**config.mk**
```make
export PLATFORM = sky130hd
export DESIGN_NAME = mult_share_arbiter
export DESIGN_NICKNAME = d
export VERILOG_FILES = /design/src/rtl/mult_share_arbiter.sv
export SDC_FILE = /design/constraint.sdc
export NUM_CORES = 1
export LEC_CHECK = 0
export CAP_MARGIN = 20
export CORE_MARGIN = 3
export CORE_UTILIZATION = 40
export CTS_CLUSTER_SIZE = 40
export DETAILED_ROUTE_END_ITERATION = 6
export GPL_TIMING_DRIVEN = 1
export PLACE_DENSITY = 0.79
export SLEW_MARGIN = 20
export SYNTH_ARGS = -nofsm -noshare
export SYNTH_HDL_FRONTEND = slang
export SYNTH_HIERARCHICAL = 1
export SYNTH_SLANG_ARGS = --single-unit
```
**constraint.sdc**
```tcl
create_clock -name clk -period 5 [get_ports clk]
set_clock_uncertainty 0.15 [all_clocks]
set_input_delay 1 -clock clk [delete_from_list [all_inputs] [get_ports clk]]
set_output_delay 1 -clock clk [all_outputs]
set_load 0.02 [all_outputs]
```
**src/rtl/mult_share_arbiter.sv**
```systemverilog
// Round-robin sharing of one pipelined 32x32 multiplier among N requesters.
// Optional counters: define MULT_ARB_STATS_EN to add stat_issued/stat_stall.

// Generic synchronous FIFO with occupancy count.
// Latency: push visible at head the cycle after the write.
// Backpressure: none internally; caller must never push when full or pop when empty.
module sync_fifo #(
  parameter int W     = 8,
  parameter int DEPTH = 4
) (
  input  logic                       clk,
  input  logic                       rst_n,
  input  logic                       push,
  input  logic [W-1:0]               wdat,
  input  logic                       pop,
  output logic [W-1:0]               rdat,
  output logic                       empty,
  output logic [$clog2(DEPTH+1)-1:0] count
);
  localparam int AW = (DEPTH > 1) ? $clog2(DEPTH) : 1;
  localparam int CW = $clog2(DEPTH+1);

  logic [W-1:0]  mem [DEPTH];
  logic [AW-1:0] wr_ptr;
  logic [AW-1:0] rd_ptr;
  logic [CW-1:0] count_q;

  always_ff @(posedge clk or negedge rst_n) begin
    if (!rst_n) begin
      wr_ptr  <= '0;
      rd_ptr  <= '0;
      count_q <= '0;
    end else begin
      if (push) wr_ptr <= (wr_ptr == AW'(DEPTH-1)) ? '0 : wr_ptr + AW'(1);
      if (pop)  rd_ptr <= (rd_ptr == AW'(DEPTH-1)) ? '0 : rd_ptr + AW'(1);
      case ({push, pop})
        2'b10:   count_q <= count_q + CW'(1);
        2'b01:   count_q <= count_q - CW'(1);
        default: count_q <= count_q;
      endcase
    end
  end

  // Storage needs no reset; the count qualifies every read.
  always_ff @(posedge clk) begin
    if (push) mem[wr_ptr] <= wdat;
  end

  assign rdat  = mem[rd_ptr];
  assign empty = (count_q == '0);
  assign count = count_q;
endmodule

// Round-robin arbiter feeding a shared multiplier, with tagged in-order responses.
// Latency: handshake in cycle t gives rsp_valid in cycle t+LAT+1.
// Backpressure: grants stop while in-flight plus queued results would exceed DEPTH.
module mult_share_arbiter #(
  parameter int N     = 4,
  parameter int LAT   = 2,
  parameter int DEPTH = 4,
  parameter int IDW   = 3
) (
  input  logic              clk,
  input  logic              rst_n,
  input  logic [N-1:0]      req_valid,
  output logic [N-1:0]      req_ready,
  input  logic [N*32-1:0]   req_a,
  input  logic [N*32-1:0]   req_b,
  output logic [31:0]       mul_a,
  output logic [31:0]       mul_b,
  input  logic [63:0]       mul_p,
  output logic              rsp_valid,
  input  logic              rsp_ready,
  output logic [IDW-1:0]    rsp_id,
  output logic [63:0]       rsp_product
`ifdef MULT_ARB_STATS_EN
  ,
  output logic [31:0]       stat_issued,
  output logic [31:0]       stat_stall
`endif
);
  localparam int PW  = $clog2(N);
  localparam int PW1 = PW + 1;
  localparam int CW  = $clog2(DEPTH+1);
  localparam int SW  = CW + $clog2(LAT+1) + 1;

  typedef struct packed {
    logic           v;
    logic [IDW-1:0] id;
  } tag_t;

  typedef struct packed {
    logic [IDW-1:0] id;
    logic [63:0]    product;
  } rsp_t;

  logic [PW-1:0] rr_ptr;
  logic [PW-1:0] grant_idx;
  logic          grant_vld;
  logic [N-1:0]  grant_vec;
  logic [PW1-1:0] rr_nxt;
  tag_t          tag_q [LAT];
  logic [SW-1:0] inflight;
  logic [CW-1:0] occ;
  logic          credit;
  logic          fifo_empty;
  logic          rsp_pop;
  rsp_t          fifo_wdat;
  rsp_t          fifo_rdat;

  always_comb begin
    inflight = '0;
    for (int s = 0; s < LAT; s++) inflight = inflight + SW'(tag_q[s].v);
  end

  // Credit uses registered counts only, so a same-cycle pop frees nothing yet.
  assign credit = (inflight + SW'(occ)) < SW'(DEPTH);

  always_comb begin
    logic [PW1-1:0] sum;
    grant_vld = 1'b0;
    grant_idx = '0;
    sum       = '0;
    if (rst_n && credit) begin
      for (int k = 0; k < N; k++) begin
        sum = {1'b0, rr_ptr} + PW1'(k);
        if (sum >= PW1'(N)) sum = sum - PW1'(N);
        if (!grant_vld && req_valid[sum[PW-1:0]]) begin
          grant_vld = 1'b1;
          grant_idx = sum[PW-1:0];
        end
      end
    end
  end

  always_comb begin
    grant_vec = '0;
    if (grant_vld) grant_vec[grant_idx] = 1'b1;
  end

  assign req_ready = grant_vec;
  assign mul_a     = grant_vld ? req_a[32*grant_idx +: 32] : 32'd0;
  assign mul_b     = grant_vld ? req_b[32*grant_idx +: 32] : 32'd0;

  always_comb begin
    rr_nxt = {1'b0, grant_idx} + PW1'(1);
    if (rr_nxt >= PW1'(N)) rr_nxt = '0;
  end

  always_ff @(posedge clk or negedge rst_n) begin
    if (!rst_n) begin
      rr_ptr <= '0;
      for (int s = 0; s < LAT; s++) tag_q[s] <= '0;
    end else begin
      if (grant_vld) rr_ptr <= rr_nxt[PW-1:0];
      tag_q[0] <= '{v: grant_vld, id: IDW'(grant_idx)};
      for (int s = 1; s < LAT; s++) tag_q[s] <= tag_q[s-1];
    end
  end

  assign fifo_wdat = '{id: tag_q[LAT-1].id, product: mul_p};
  assign rsp_pop   = rsp_valid & rsp_ready;

  sync_fifo #(
    .W     ($bits(rsp_t)),
    .DEPTH (DEPTH)
  ) u_rsp_fifo (
    .clk   (clk),
    .rst_n (rst_n),
    .push  (tag_q[LAT-1].v),
    .wdat  (fifo_wdat),
    .pop   (rsp_pop),
    .rdat  (fifo_rdat),
    .empty (fifo_empty),
    .count (occ)
  );

  assign rsp_valid   = !fifo_empty;
  assign rsp_id      = fifo_rdat.id;
  assign rsp_product = fifo_rdat.product;

`ifdef MULT_ARB_STATS_EN
  always_ff @(posedge clk or negedge rst_n) begin
    if (!rst_n) begin
      stat_issued <= '0;
      stat_stall  <= '0;
    end else begin
      if (grant_vld && stat_issued != '1) stat_issued <= stat_issued + 32'd1;
      if ((|req_valid) && !credit && stat_stall != '1) stat_stall <= stat_stall + 32'd1;
    end
  end
`endif
endmodule

```
==> reports/results.tsv <==
stage	metric	value	unit
outcome	outcome	completed	
power	ir_drop	0.000308	V
critical_path	critical_path.max_fanout	24	
power	power	9.18	mW
global_route	grt_pass1_wl	56.3	mm
clocking	cts_sinks	283	
critical_path	crit_type	input port to output pin	
sta	rsz0062_at_grt	no	
floorplanning	die_area	33800	um^2
yosys	synth-seq-area-share	0.666	
yosys	synth.area.mux_share	0.223	
sta	slew_viol_final	0	
detailed_routing	drc	0	
sta	setup_viol	0	
detailed_routing	firstDrtPassIters	5	
global_route	grt_pass1_vias	8566	
floorplanning	rows	64	
sta	worstMarginPinSlew	1080	ps
detailed_routing	via_per_inst	5.36	
yosys	ys_top_cells_by_area	edfxtp_1, mux4_2, mux2i_1, dfrtp_1, o22ai_2	
floorplanning	io-pin-count	463	
detailed_routing	vias	8317	
layout	nFillCells	2254	
power	switching_power	3.11	mW
sta	fmax	0.216	GHz
floorplanning	coreArea	30900	um^2
layout	final_area	18500	um^2
yosys	async_reset_ff_frac	0.0530	
yosys	synth_top_area_frac	0.636	
clocking	cts_max_path_buffers	3	
yosys	synthFlopType	edfxtp_1	
sta	fin_crit	4630	ps
yosys	synth_cells	651	
yosys	syn-cell-area	12600	um^2
yosys	ys_seq_elements	283	
layout	syn_to_final_growth	46.5	%
critical_path	start_kind	input port	
yosys	synth_adder_area_share	0.00950	
sta	slew_headroom	0.280	
sta	period_share	0.926	
clocking	cts_buffers	27	
placement	gp_congestion	0.959	
sta	hold_viol	0	
clocking	cts_setup_buffers	0	
yosys	synth-simple-area-share	0.0135	
clocking	cts_htree_levels	1	
yosys	yosysMostFrequentCell	edfxtp_1	
power	p_leak	6.50	nW
placement	place_area	17700	um^2
yosys	synth_top_family_by_area	multiplexers	
critical_path	worstPathRequired	3850	ps
detailed_routing	drt-total-wl	40.6	mm
clocking	cts_tree	yes	
clocking	clkTransAtPathRegs	60	ps
worst_hold_path	hp-class	flop to flop	
layout	nNetsFinal	1465	
power	internal_power	6.07	mW
clocking	worstSkewPairLatency	520	ps
detailed_routing	ant_nets	0	
clocking	cts-root-buf	clkbuf_16	
global_route	grt_max_degree	70	
yosys	synth-compound-area-share	0.0528	
power	p_clk_frac	0.197	
power	swShare	0.339	
clocking	ctsHoldBuffers	0	
yosys	synth-warning-count	6	
flow_run	cap_viol_max_count	0	
placement	hpwl	30.5	mm
critical_path	regToRegSetupSlack	2550	ps
placement	io_buffers	462	
yosys	synthDistinctLibCells	39	
critical_path	end_kind	output pin	
detailed_routing	wl_per_cell	26.2	um
detailed_routing	drtIter0Drc	562	
yosys	synth_edf_count	268	
yosys	synth_xor_area_frac	0.00208	
global_route	antenna_found_initial	19	
yosys	synth_common_cells	edfxtp_1, mux2i_1, mux4_2	
floorplanning	start_util	0.409	
power	p_seq_frac	0.358	
yosys	synth_area_per_cell	19.4	um^2
floorplanning	die_h	184	um
global_route	grt_overflow	0	
critical_path	cp.arrival	3480	ps
clocking	cts_resized	0	
layout	drive_above_1_share	0.161	
sta	setup-tns-final	0	ps
floorplanning	die_w	184	um
yosys	yosysTopAreaCell	edfxtp_1	
power	pwr-share-comb	0.445	
power	p_per_area	496	nW/um^2
global_route	groute.usage.overall	0.230	
per-layer routing:
layer | vias to the layer above | track usage | routed length [um]
li1 | 3668 | - | -
met1 | 4132 | 0.283 | 14900
met2 | 444 | 0.358 | 19000
met3 | 59 | 0.124 | 5590
met4 | 14 | 0.0587 | 1050
met5 | - | 0 | 85
through the flow:
step           instances  hold slack [ps]  setup WS (ps)  utilization
5_1_grt             1546              204            186        0.599
2_1_floorplan        654              181           1660            -
6_report            1551              202            368        0.600
4_1_cts             1546              202            362        0.599
3_3_place_gp        1496              185            418        0.574
3_5_place_dp        1496              186            364        0.574
power groups by stage:
stage	clock network, mW	registers [mW]	logic [mW]
final	1.81	3.28	4.09
after global routing	1.96	3.34	4.31
after CTS	1.85	3.29	4.12
after detailed placement	0	3.34	4.09
after global placement	0	3.32	4.06
after floorplan	0	3.09	2.62
worst max-delay path, cell delays in order:
cell and delay (ps):
clkdlybuf4s50_1 510, nand2b_1 140, nand2_1 100, a221oi_2 400
nand2_4 90, buf_4 250, o22ai_1 290, clkdlybuf4s50_1 670
registers in the layout (all words and copies together), names as in the netlist:
signal,flops
tag_q,4
u_rsp_fifo/rd_ptr,2
fifo_wdat,2
u_rsp_fifo/wr_ptr,2
rr_ptr,2
u_rsp_fifo/mem,268
u_rsp_fifo/count,3
final timing paths:
check,from,end,cells past startpoint
worst max-delay path,req_valid[3],mul_b[26],8
worst min-delay path,tag_q[4]$_DFF_PN0_,fifo_wdat[64]$_DFF_PN0_,0
worst max register to register,rr_ptr[1]$_DFFE_PN0P_,rr_ptr[1]$_DFFE_PN0P_,7
worst min register to register,tag_q[4]$_DFF_PN0_,fifo_wdat[64]$_DFF_PN0_,0
max in group asynchronous,rst_n,u_rsp_fifo/rd_ptr[1]$_DFFE_PN0P_,2
min in group asynchronous,rst_n,rr_ptr[0]$_DFFE_PN0P_,2
layout make-up:
cell class / instances / area [um^2] / area share
sequential: 283 / 8430 / 0.455
timing repair buffer: 489 / 4920 / 0.266
multi-input combinational: 319 / 3850 / 0.208
clock buffer: 34 / 702 / 0.0379
tap: 396 / 495 / 0.0267
clock inverter: 16 / 82.6 / 0.00446
inverter: 9 / 33.8 / 0.00182
antenna: 5 / 12.5 / 0.000675
logic make-up after synthesis:
group	count (synthesis)
DFF	283
muxes	198
AOI/OAI and AO/OA	74
buffers and inverters	52
and+or+nand+nor	31
adders and majority gates	9
xor gates and xnor gates	3
other	1
cell usage in the layout, fill, tap and decap left out, drive strengths merged, types with 7 or more instances in the layout:
master	netlist	layout
ha	8	8
clkinv	0	14
clkbuf	6	34
edfxtp	268	268
inv	9	11
dfrtp	15	15
o22ai	64	64
nand2	7	7
nor2	7	7
clkdlybuf4s50	0	451
buf	37	38
mux2i	128	128
mux4	67	67
Power figures use the tool's default switching activity.
